## config.mk

```make
export PLATFORM = sky130hd
export DESIGN_NAME = press_classifier
export DESIGN_NICKNAME = d
export VERILOG_FILES = /design/src/rtl/press_classifier.sv
export SDC_FILE = /design/constraint.sdc
export NUM_CORES = 1
export LEC_CHECK = 0
export CORE_MARGIN = 10
export CORE_UTILIZATION = 54
export DETAILED_ROUTE_END_ITERATION = 10
export PLACE_DENSITY = 0.75
export SETUP_SLACK_MARGIN = 0.05
export SYNTH_ARGS = -nofsm -noshare
export SYNTH_HDL_FRONTEND = slang
export SYNTH_SLANG_ARGS = --single-unit
```

## constraint.sdc

```tcl
create_clock -name clk -period 2.2 [get_ports clk]
set_input_delay 0.66 -clock clk [delete_from_list [all_inputs] [get_ports clk]]
set_output_delay 0.66 -clock clk [all_outputs]
set_load 0.01 [all_outputs]
```

## src/rtl/press_classifier.sv

```systemverilog
// press_classifier: synchronizes and debounces a raw push-button, then
// classifies each press as short or long and emits single-cycle pulses.
//
// Parameters:
//   DB_LEN     - consecutive agreeing tick samples to change the debounced level (>= 2)
//   LONG_TICKS - ticks of continuous debounced-high that make a press "long"
//   CNT_W      - hold-counter width, 2**CNT_W must exceed LONG_TICKS
//
// Ports:
//   clk         in   system clock
//   rst         in   synchronous active-high reset
//   tick        in   one-clk sample-enable strobe for debounce and hold timing
//   pb_in       in   raw asynchronous push-button, active-high
//   pb_level    out  debounced button level
//   short_pulse out  one-clk pulse on release of a press shorter than LONG_TICKS
//   long_pulse  out  one-clk pulse when a hold reaches LONG_TICKS
//   held        out  high while the classifier is in the long-held state
module press_classifier #(
  parameter int unsigned DB_LEN     = 4,
  parameter int unsigned LONG_TICKS = 200,
  parameter int unsigned CNT_W      = 8
) (
  input  logic clk,
  input  logic rst,
  input  logic tick,
  input  logic pb_in,
  output logic pb_level,
  output logic short_pulse,
  output logic long_pulse,
  output logic held
);

  // Hold count at which the next tick declares a long press.
  localparam logic [CNT_W-1:0] LAST_CNT = CNT_W'(LONG_TICKS - 1);

  typedef enum logic [1:0] {
    S_IDLE      = 2'd0,
    S_PRESSED   = 2'd1,
    S_LONG_HELD = 2'd2
  } state_e;

  logic              sync1_q;
  logic              sync2_q;
  logic [DB_LEN-1:0] shift_q;
  logic [DB_LEN-1:0] shift_d;
  logic              pb_level_q;
  logic              lvl_q;
  logic              rise;
  logic              fall;
  state_e            state_q;
  logic [CNT_W-1:0]  hold_cnt_q;
  logic              short_q;
  logic              long_q;
  logic              held_q;

  // Two-flop synchronizer for the asynchronous button, runs every clk.
  always_ff @(posedge clk) begin
    if (rst) begin
      sync1_q <= 1'b0;
      sync2_q <= 1'b0;
    end else begin
      sync1_q <= pb_in;
      sync2_q <= sync1_q;
    end
  end

  // Newest synchronized sample enters at the LSB.
  assign shift_d = {shift_q[DB_LEN-2:0], sync2_q};

  // Debounce: level only changes once the whole window agrees.
  always_ff @(posedge clk) begin
    if (rst) begin
      shift_q    <= '0;
      pb_level_q <= 1'b0;
    end else if (tick) begin
      shift_q <= shift_d;
      if (&shift_d) begin
        pb_level_q <= 1'b1;
      end else if (~|shift_d) begin
        pb_level_q <= 1'b0;
      end
    end
  end

  // One-clk delayed level for edge detection.
  always_ff @(posedge clk) begin
    if (rst) begin
      lvl_q <= 1'b0;
    end else begin
      lvl_q <= pb_level_q;
    end
  end

  assign rise = pb_level_q & ~lvl_q;
  assign fall = ~pb_level_q & lvl_q;

  // Press classifier FSM with registered pulse and held outputs.
  // A release seen on the same edge as the long threshold wins, so a
  // press produces either a short pulse or a long pulse, never both.
  always_ff @(posedge clk) begin
    if (rst) begin
      state_q    <= S_IDLE;
      hold_cnt_q <= '0;
      short_q    <= 1'b0;
      long_q     <= 1'b0;
      held_q     <= 1'b0;
    end else begin
      short_q <= 1'b0;
      long_q  <= 1'b0;
      case (state_q)
        S_IDLE: begin
          if (rise) begin
            state_q    <= S_PRESSED;
            hold_cnt_q <= '0;
          end
        end
        S_PRESSED: begin
          if (fall) begin
            short_q <= 1'b1;
            state_q <= S_IDLE;
          end else if (tick) begin
            if (hold_cnt_q == LAST_CNT) begin
              long_q  <= 1'b1;
              held_q  <= 1'b1;
              state_q <= S_LONG_HELD;
            end else begin
              hold_cnt_q <= hold_cnt_q + CNT_W'(1);
            end
          end
        end
        S_LONG_HELD: begin
          // Counter stays saturated here; ticks cannot re-fire long_pulse.
          if (fall) begin
            held_q  <= 1'b0;
            state_q <= S_IDLE;
          end
        end
        default: begin
          held_q  <= 1'b0;
          state_q <= S_IDLE;
        end
      endcase
    end
  end

  assign pb_level    = pb_level_q;
  assign short_pulse = short_q;
  assign long_pulse  = long_q;
  assign held        = held_q;

endmodule

```

==> impl_metrics.py <==
metrics = {
    "sta": {
        "hold_slack_ps": 458,
        "fin_tns_setup_ps": 0,
        "worst_slack_ps": 239,
        "max_freq_ghz": 0.510,
        "tightest_slew_ps": 419,
        "setup_viol": 0,
        "hold_viol_final": 0,
        "maxSlewViolCount": 0,
        "finalCritPeriodShare": 0.892,
        "maxSlewHeadroom": 0.720,
        "skew_ps": 3.06,
        "grt_setup_unrepaired": "no",
        "period_minus_slack_ps": 1960,
    },
    "power_and_ir_drop": {
        "ir_worst_vdd_uv": 426,
        "power_uw": 560,
        "cellPowerDensity_nw_per_um2": 525,
        "p_leak_nw": 0.354,
    },
    "global_route": {
        "grt_use_total": 0.109,
        "antenna_found_initial": 0,
        "grt_pass1_vias": 748,
        "grt_pass1_wl_um": 3170,
        "grt_overflow": 0,
        "grt_max_degree": 14,
    },
    "yosys": {
        "syn_nets": 106,
        "ys_ff_latch": 20,
        "synth.distinct_cells": 36,
        "syn_inst": 101,
        "ys_warn_count": 0,
        "ys_seq_area_frac": 0.423,
        "syn_area_per_cell_sq_um": 9.38,
        "synth_area_sq_um": 947,
    },
    "placement": {
        "routabilityCongestion": 0.825,
        "dp_hpwl_um": 1380,
        "dpl-instance-area_sq_um": 1040,
        "place_inst": 125,
        "post-place-ws_ps": 55.1,
        "portBuffers": 7,
    },
    "cells_and_area": {
        "area_delta_synth_final_pct": 12.7,
        "final_common_cell": "dfxtp_1",
        "mostFrequentLayoutCells": "dfxtp_1, clkdlybuf4s50_1, nor2_1, inv_1, nand2_1",
        "stdcell_count": 128,
        "postLayoutCoreUtil": 0.632,
        "insertedDiodeCount": 0,
        "finalInstanceArea_sq_um": 1070,
        "fin_nets": 118,
        "fillers": 150,
        "layout-drive-gt1-share": 0.135,
    },
    "clock_network": {
        "root_buffer": "clkbuf_4",
        "clock_latency_ps": 300,
        "post_cts_buffers": 0,
        "numCtsBuffers": 3,
        "htreeDepth": 1,
        "ctsResizeCount": 0,
        "hold_buffers": 0,
        "cts_tree": "yes",
        "path_clk_slew_ps": 100,
        "cts_sinks": 20,
        "clk_path_buf_depth": 2,
    },
    "route": {
        "ant_nets": 0,
        "drt-pass1-iter-count": 4,
        "wl_per_cell_um": 14.9,
        "totalWireLength_um": 1900,
        "viasPerCell": 6.45,
        "drt_iter0_drc": 39,
        "vias": 825,
        "drc": 0,
    },
    "die": {
        "num_rows": 15,
        "core_region_area_sq_um": 1690,
        "die-height_um": 61.9,
        "boundaryPins": 8,
        "start_util": 0.561,
        "chipWidth_um": 61.9,
        "dieArea_sq_um": 3830,
    },
    "min_path": {
        "hp-class": "flip-flop to flip-flop",
        "min_path_cells": 1,
    },
    "setup_path": {
        "path_max_fanout": 7,
        "crit_buf_inv": 1,
        "crit_chain": "clkdlybuf4s50_1",
        "slowest_stage": "clkdlybuf4s50_1",
        "endpoint_kind": "output port",
        "slowest_delay_ps": 570,
        "worstPathArrival_ps": 1300,
        "crit_required_ps": 1540,
        "cp.depth": 1,
        "reg2reg_depth": 5,
        "critical_path_class": "flip-flop to output port",
        "critPathLaunchType": "flip-flop",
        "critPathTopFamily": "buffers and inverters",
    },
    "outcome": {
        "status": "finished, final reports clean",
    },
    "run": {
        "maxCapViolCount": 0,
    },
}
-- registers in the layout, indices dropped and copies added, names as in the netlist --
name	cells
hold_cnt_q	8
shift_q	3
state_q	2
held	1
long_pulse	1
lvl_q	1
pb_level	1
short_pulse	1
sync1_q	1
sync2_q	1
-- path summary, 6_finish.rpt --
| path | from | to | slack, ps |
|---|---|---|---|
| worst min register to register | sync1_q$_SDFF_PP0_ | sync2_q$_SDFF_PP0_ | 460 |
| worst max-delay path | pb_level$_SDFFE_PP0P_ | pb_level | 240 |
| worst max register to register | hold_cnt_q[0]$_SDFFE_PP0P_ | hold_cnt_q[3]$_SDFFE_PP0P_ | 370 |
| worst min-delay path | sync1_q$_SDFF_PP0_ | sync2_q$_SDFF_PP0_ | 460 |
-- cells in the mapped netlist (all sizes together) --
| library cell | number | share of area |
|---|---|---|
| a211oi | 1 | 0.0079 |
| a21oi | 5 | 0.038 |
| a31o | 1 | 0.0092 |
| a31oi | 5 | 0.033 |
| a41oi | 5 | 0.046 |
| and3 | 2 | 0.013 |
| and3b | 1 | 0.0092 |
| and4 | 1 | 0.0092 |
| buf | 1 | 0.0053 |
| clkbuf | 1 | 0.0040 |
| dfxtp | 20 | 0.42 |
| ha | 1 | 0.013 |
| inv | 6 | 0.024 |
| mux2i | 3 | 0.032 |
| nand2 | 6 | 0.024 |
| nand2b | 2 | 0.013 |
| nand3 | 5 | 0.032 |
| nand4 | 2 | 0.013 |
| nor2 | 6 | 0.024 |
| nor2b | 4 | 0.026 |
| nor3 | 6 | 0.037 |
| nor3b | 1 | 0.0079 |
| nor4 | 1 | 0.0066 |
| o21a | 2 | 0.016 |
| o21ai | 3 | 0.016 |
| o221ai | 2 | 0.032 |
| o22ai | 1 | 0.0066 |
| o31ai | 3 | 0.038 |
| or2b | 1 | 0.012 |
| or3 | 1 | 0.0066 |
| or3b | 1 | 0.012 |
| or4b | 1 | 0.011 |
-- cells by family (layout without fill, tap and decap cells) --
kind of cell	count (synthesis)	count (layout)	synth area share
AND/OR/NAND/NOR	41	41	0.256
AO/OA/AOI/OAI	28	28	0.243
flip-flops	20	20	0.423
buffers and inverters	8	18	0.0330
multiplexers	3	3	0.0317
adder cells (fa/ha/maj)	1	1	0.0132
-- power by group --
| group | leakage [nW] | total [mW] | switching [mW] | internal (mW) |
|---|---|---|---|---|
| registers | 0.162 | 0.366 | 0.00129 | 0.364 |
| clock network | 0.0138 | 0.171 | 0.107 | 0.0639 |
| logic | 0.179 | 0.0229 | 0.0108 | 0.0121 |
-- layer usage --
| metal | up-vias | share of wire | GRT usage |
|---|---|---|---|
| li1 | 406 | - | - |
| met1 | 386 | 0.48 | 0.133 |
| met2 | 28 | 0.44 | 0.165 |
| met3 | 5 | 0.062 | 0.0325 |
| met4 | 0 | 0.021 | 0.0637 |
| met5 | - | 0 | 0 |
-- final cells by class --
cell class	count	area, sq um	area share
sequential	20	400	0.375
multi-input combinational	73	515	0.483
timing repair buffer	9	85.1	0.0797
clock buffer	3	22.5	0.0211
tap	17	21.3	0.0199
inverter	6	22.5	0.0211
Power figures use the tool's default switching activity.
